--- src/rtl/booth_mult_scheduler.sv ---
// Round-robin scheduler sharing one radix-4 Booth multiplier among NUM_REQ requesters.
// Sequences the multiplier reset/counter and returns each product tagged with its requester ID.
module booth_mult_scheduler #(
  parameter int NUM_REQ      = 3,
  parameter int INPUT_WIDTH  = 6,
  parameter int OUTPUT_WIDTH = 12,
  parameter int COUNTER_SIZE = 3,
  parameter int DONE_COUNT   = 4,
  parameter int ID_WIDTH     = 2
) (
  input  logic                             clk_in,
  input  logic                             rst_in,
  input  logic [NUM_REQ-1:0]               req_valid_in,
  output logic [NUM_REQ-1:0]               req_ready_out,
  input  logic [NUM_REQ*INPUT_WIDTH-1:0]   multiplicand_in,
  input  logic [NUM_REQ*INPUT_WIDTH-1:0]   multiplier_in,
  output logic                             mult_rst_out,
  output logic [INPUT_WIDTH-1:0]           mult_multiplicand_out,
  output logic [INPUT_WIDTH-1:0]           mult_multiplier_out,
  input  logic [OUTPUT_WIDTH-1:0]          mult_product_in,
  input  logic [COUNTER_SIZE-1:0]          mult_counter_in,
  output logic                             resp_valid_out,
  input  logic                             resp_ready_in,
  output logic [OUTPUT_WIDTH-1:0]          resp_product_out,
  output logic [ID_WIDTH-1:0]              resp_id_out,
  output logic                             busy_out
);

  // state  | meaning
  // IDLE   | multiplier held in reset, arbitrating requests
  // LOAD   | one cycle with reset held so the multiplier captures operands
  // RUN    | multiplier iterating, waiting for counter == DONE_COUNT
  // RESP   | product presented on the response channel until accepted
  typedef enum logic [1:0] {S_IDLE, S_LOAD, S_RUN, S_RESP} state_t;

  localparam logic [ID_WIDTH:0]       L_NUM_REQ  = (ID_WIDTH+1)'(NUM_REQ);
  localparam logic [ID_WIDTH-1:0]     L_PTR_INIT = ID_WIDTH'(NUM_REQ - 1);
  localparam logic [COUNTER_SIZE-1:0] L_DONE     = COUNTER_SIZE'(DONE_COUNT);

  state_t                  r_state;
  logic [ID_WIDTH-1:0]     r_rr_ptr;
  logic                    r_mult_rst;
  logic [INPUT_WIDTH-1:0]  r_mcand;
  logic [INPUT_WIDTH-1:0]  r_mplier;
  logic [OUTPUT_WIDTH-1:0] r_prod;
  logic [ID_WIDTH-1:0]     r_id;
  logic                    r_resp_valid;
  logic                    r_busy;

  logic                    w_grant_vld;
  logic [ID_WIDTH-1:0]     w_grant_idx;
  logic [ID_WIDTH:0]       w_idx_ext;
  logic [ID_WIDTH-1:0]     w_idx;
  logic [INPUT_WIDTH-1:0]  w_sel_mcand;
  logic [INPUT_WIDTH-1:0]  w_sel_mplier;

  // Scan from farthest to nearest after the pointer so the nearest valid requester wins.
  always_comb begin
    w_grant_vld = 1'b0;
    w_grant_idx = '0;
    w_idx_ext   = '0;
    w_idx       = '0;
    for (int k = NUM_REQ; k >= 1; k--) begin
      w_idx_ext = {1'b0, r_rr_ptr} + (ID_WIDTH+1)'(k);
      if (w_idx_ext >= L_NUM_REQ) w_idx_ext = w_idx_ext - L_NUM_REQ;
      w_idx = w_idx_ext[ID_WIDTH-1:0];
      if (req_valid_in[w_idx]) begin
        w_grant_vld = 1'b1;
        w_grant_idx = w_idx;
      end
    end
  end

  always_comb begin
    w_sel_mcand   = '0;
    w_sel_mplier  = '0;
    req_ready_out = '0;
    for (int i = 0; i < NUM_REQ; i++) begin
      if (w_grant_idx == ID_WIDTH'(i)) begin
        w_sel_mcand  = multiplicand_in[i*INPUT_WIDTH +: INPUT_WIDTH];
        w_sel_mplier = multiplier_in[i*INPUT_WIDTH +: INPUT_WIDTH];
      end
      req_ready_out[i] = (r_state == S_IDLE) && w_grant_vld && (w_grant_idx == ID_WIDTH'(i));
    end
  end

  always_ff @(posedge clk_in or posedge rst_in) begin
    if (rst_in) begin
      r_state      <= S_IDLE;
      r_rr_ptr     <= L_PTR_INIT;
      r_mult_rst   <= 1'b1;
      r_mcand      <= '0;
      r_mplier     <= '0;
      r_prod       <= '0;
      r_id         <= '0;
      r_resp_valid <= 1'b0;
      r_busy       <= 1'b0;
    end else begin
      case (r_state)
        S_IDLE: begin
          r_mult_rst <= 1'b1;
          if (w_grant_vld) begin
            r_mcand  <= w_sel_mcand;
            r_mplier <= w_sel_mplier;
            r_id     <= w_grant_idx;
            r_rr_ptr <= w_grant_idx;
            r_busy   <= 1'b1;
            r_state  <= S_LOAD;
          end
        end
        S_LOAD: begin
          r_mult_rst <= 1'b0;
          r_state    <= S_RUN;
        end
        S_RUN: begin
          if (mult_counter_in == L_DONE) begin
            r_prod       <= mult_product_in;
            r_resp_valid <= 1'b1;
            r_mult_rst   <= 1'b1;
            r_state      <= S_RESP;
          end
        end
        S_RESP: begin
          if (resp_ready_in) begin
            r_resp_valid <= 1'b0;
            r_busy       <= 1'b0;
            r_state      <= S_IDLE;
          end
        end
        default: r_state <= S_IDLE;
      endcase
    end
  end

  assign mult_rst_out          = r_mult_rst;
  assign mult_multiplicand_out = r_mcand;
  assign mult_multiplier_out   = r_mplier;
  assign resp_valid_out        = r_resp_valid;
  assign resp_product_out      = r_prod;
  assign resp_id_out           = r_id;
  assign busy_out              = r_busy;

endmodule
--- config.mk ---
export PLATFORM = sky130hd
export DESIGN_NAME = booth_mult_scheduler
export DESIGN_NICKNAME = d
export VERILOG_FILES = /design/src/rtl/booth_mult_scheduler.sv
export SDC_FILE = /design/constraint.sdc
export NUM_CORES = 1
export LEC_CHECK = 0
export BUFFER_PORTS_ARGS = -buffer_cell sky130_fd_sc_hd__buf_2
export CORE_ASPECT_RATIO = 0.9
export CORE_MARGIN = 2
export CORE_UTILIZATION = 30
export CTS_BUF_LIST = sky130_fd_sc_hd__clkbuf_4
export CTS_CLUSTER_DIAMETER = 30
export CTS_CLUSTER_SIZE = 10
export DETAILED_ROUTE_END_ITERATION = 6
export REMOVE_ABC_BUFFERS = 1
export SYNTH_ARGS = -nofsm -noshare
export SYNTH_HDL_FRONTEND = slang
export SYNTH_SLANG_ARGS = --single-unit
--- constraint.sdc ---
create_clock -name clk_in -period 3.35 [get_ports clk_in]
set_clock_uncertainty 0.2 [all_clocks]
set_input_delay 0.5025 -clock clk_in [delete_from_list [all_inputs] [get_ports clk_in]]
set_output_delay 0.5025 -clock clk_in [all_outputs]
set_load 0.02 [all_outputs]
==> results_dict.tcl <==
set metrics [dict create \
    viasPerCell 5.01 \
    antenna-diode-count 0 \
    mostFrequentLayoutCells "buf_2, dfrtp_1, nor2_1, mux2_2, o21ai_0" \
    use_met1_pct 18.8 \
    dp_hpwl_um 3660 \
    finalCritPeriodShare_pct 93.7 \
    syn_avg_cell_area_um2 10.5 \
    fillers 639 \
    clock_path_buffers 2 \
    leakage_nw 1.21 \
    p_per_area_nw_per_um2 1030 \
    status "complete, no violations" \
    clk_transition_reported_paths_ns 0.12 \
    h-tree-depth 2 \
    start_util_pct 30.8 \
    dr_total_vias 1700 \
    ys_async_sr_fraction_pct 100 \
    syn_inst 178 \
    grt_pass1_wl_um 7700 \
    crit_family "flip-flops" \
    ys_seq_area_share_pct 43.1 \
    gp_congestion 0.852 \
    multi_input_area_um2 956 \
    crit_slowest_cell "dfrtp_1" \
    die_x_um 87.1 \
    grt_use_met2_pct 23.1 \
    final_cells 339 \
    crit_required_ns 2.65 \
    cts_made_buffers 5 \
    cp.arrival_ns 2.44 \
    ir_drop_uv 312 \
    drv_slew 0 \
    root_buffer "clkbuf_4" \
    fmax_mhz 318 \
    drt_iter0_markers 72 \
    layout-drive-gt1-share_pct 49.8 \
    final-hold-violation-count 0 \
    seq_area_um2 803 \
    crit_buf_inv 2 \
    dr.pass1.iters 4 \
    grt_pass1_vias 1613 \
    setup_viol 0 \
    worst_pin_slew_ns 0.600 \
    fin_util_pct 40.3 \
    antenna_found_initial 0 \
    rows 27 \
    worst_setup_path_end_kind "output port" \
    dpl.cell_count 331 \
    io_pins 89 \
    synth_ff_type "dfrtp_1" \
    grt_overflow 0 \
    ys_seq_elements 32 \
    yosysWarningCount 0 \
    total_power_mw 2.51 \
    coreArea_um2 6050 \
    grtUsageTotal_pct 14.5 \
    synthesis.area_um2 1860 \
    layout_commonest_cell "buf_2" \
    tritoncts "yes" \
    synth_edf_count 0 \
    relSlewSlack_pct 60.0 \
    nNetsFinal 332 \
    die_area_um2 6860 \
    wl_per_cell_um 14.7 \
    crit_type "register to output port" \
    grt_max_degree 33 \
    ys_types 37 \
    die_y_um 78.8 \
    worst_hold_path_type "primary input to async pin" \
    drv_cap 0 \
    min_period_ns 3.14 \
    start_kind "register" \
    grt_busiest_layer "met2" \
    tns_ns 0 \
    io_buffers 88 \
    use_met3_pct 4.16 \
    cp_cell_sequence "inv_1, ha_1, nand2b_1, a32o_1, nor2_1, nor3_1, buf_2" \
    critical_path.max_stage_delay_ns 0.47 \
    clk_latency_ns 0.34 \
    clock_sinks 32 \
    area_growth_pct 30.8 \
    drc 0 \
    routed_wl_um 4980 \
    worstPathMaxFanout 12 \
    rsz0062_at_grt "no" \
    drtAntennaViolNets 0 \
]
flip-flops by register name (all words and copies together) (netlist names):
signal                 cells
resp_product_out          12
mult_multiplicand_out      6
mult_multiplier_out        6
r_rr_ptr                   2
r_state                    2
busy_out                   1
mult_rst_out               1
resp_id_out                1
resp_valid_out             1
worst reg2reg max path, cell delays in order, from the launching register on:
cell      delay (ns)
dfstp_2         0.55
inv_1           0.07
ha_1            0.48
mux2i_1         0.23
nor2_1          0.07
a21oi_2         0.17
nand2b_2        0.25
buf_4           0.27
mux2_2          0.36
metrics by stage:
step	hold slack (ns)	instance area, µm²	setup WS, ns
3_5_place_dp	0.284	2350	0.502
2_1_floorplan	0.300	1790	0.218
5_1_grt	0.0606	2440	0.0184
3_3_place_gp	0.276	2350	0.563
4_1_cts	0.0481	2430	0.141
6_report	0.0295	2440	0.210
power by group:
part	internal, mW	total [mW]	switching, mW
Sequential	0.588	0.697	0.109
Combinational	0.643	1.50	0.856
Clock	0.165	0.310	0.146
Total	1.40	2.51	1.11
kinds of logic after synthesis:
| logic type | Yosys count | share of synthesized area [%] |
|---|---|---|
| compound gates | 51 | 17.3 |
| simple gates | 36 | 8.87 |
| flops | 32 | 43.1 |
| mux | 30 | 18.9 |
| buf+inv | 20 | 5.78 |
| fa+ha+maj | 9 | 6.04 |
cell type report:
| type | count | share of cell area, % |
|---|---|---|
| clock inverter | 2 | 1.44 |
| tap | 72 | 3.70 |
| inverter | 8 | 1.23 |
| timing repair buffer | 93 | 19.6 |
| multi-input combinational | 126 | 39.2 |
| clock buffer | 6 | 1.85 |
| sequential | 32 | 33.0 |
synth_stat cells, drive strengths merged, types with 2 or more instances:
library cell,number,area (µm²)
a21boi,2,15.0
nor3,2,10.0
a21oi,12,63.8
ha,9,113
clkbuf,4,15.0
nor2,19,71.3
inv,8,30.0
mux2i,4,40.0
a32oi,3,26.3
a31oi,11,68.8
nand2,7,26.3
a32o,2,20.0
dfrtp,30,751
o21ai,15,75.1
nand2b,4,25.0
dfstp,2,52.6
buf,8,62.6
mux2,26,312
worst paths after layout:
kind                                                 startpoint                                   end  slack (ns)  cells past startpoint
min in group clk_in                          mult_product_in[0]       resp_product_out[0]$_DFFE_PP0P_        0.18                      2
max in group asynchronous                                rst_in              mult_rst_out$_DFFE_PP1P_        2.56                      3
worst min-delay path                                     rst_in  mult_multiplicand_out[3]$_DFFE_PP0P_        0.03                      3
worst max-delay path                    r_rr_ptr[0]$_DFFE_PP0P_                      req_ready_out[0]        0.21                      7
worst max register to register          r_rr_ptr[1]$_DFFE_PP1P_    mult_multiplier_out[5]$_DFFE_PP0P_        0.60                      8
worst min register to register  resp_product_out[0]$_DFFE_PP0P_       resp_product_out[0]$_DFFE_PP0P_        0.30                      1
per-layer routing:
| metal | up-vias | part of all wire (%) |
|---|---|---|
| met2 | 64 | 47 |
| met3 | 9 | 7.9 |
| li1 | 815 | - |
| met5 | - | 0 |
| met1 | 812 | 44 |
| met4 | 0 | 1.7 |
what timing repair did:
item | CTS | global route
endpoints found under the setup margin | 0 | 3
buffers inserted | 0 | 0
gates resized for setup | 0 | 2
hold buffers | 0 | 0
Power figures use the tool's default switching activity.
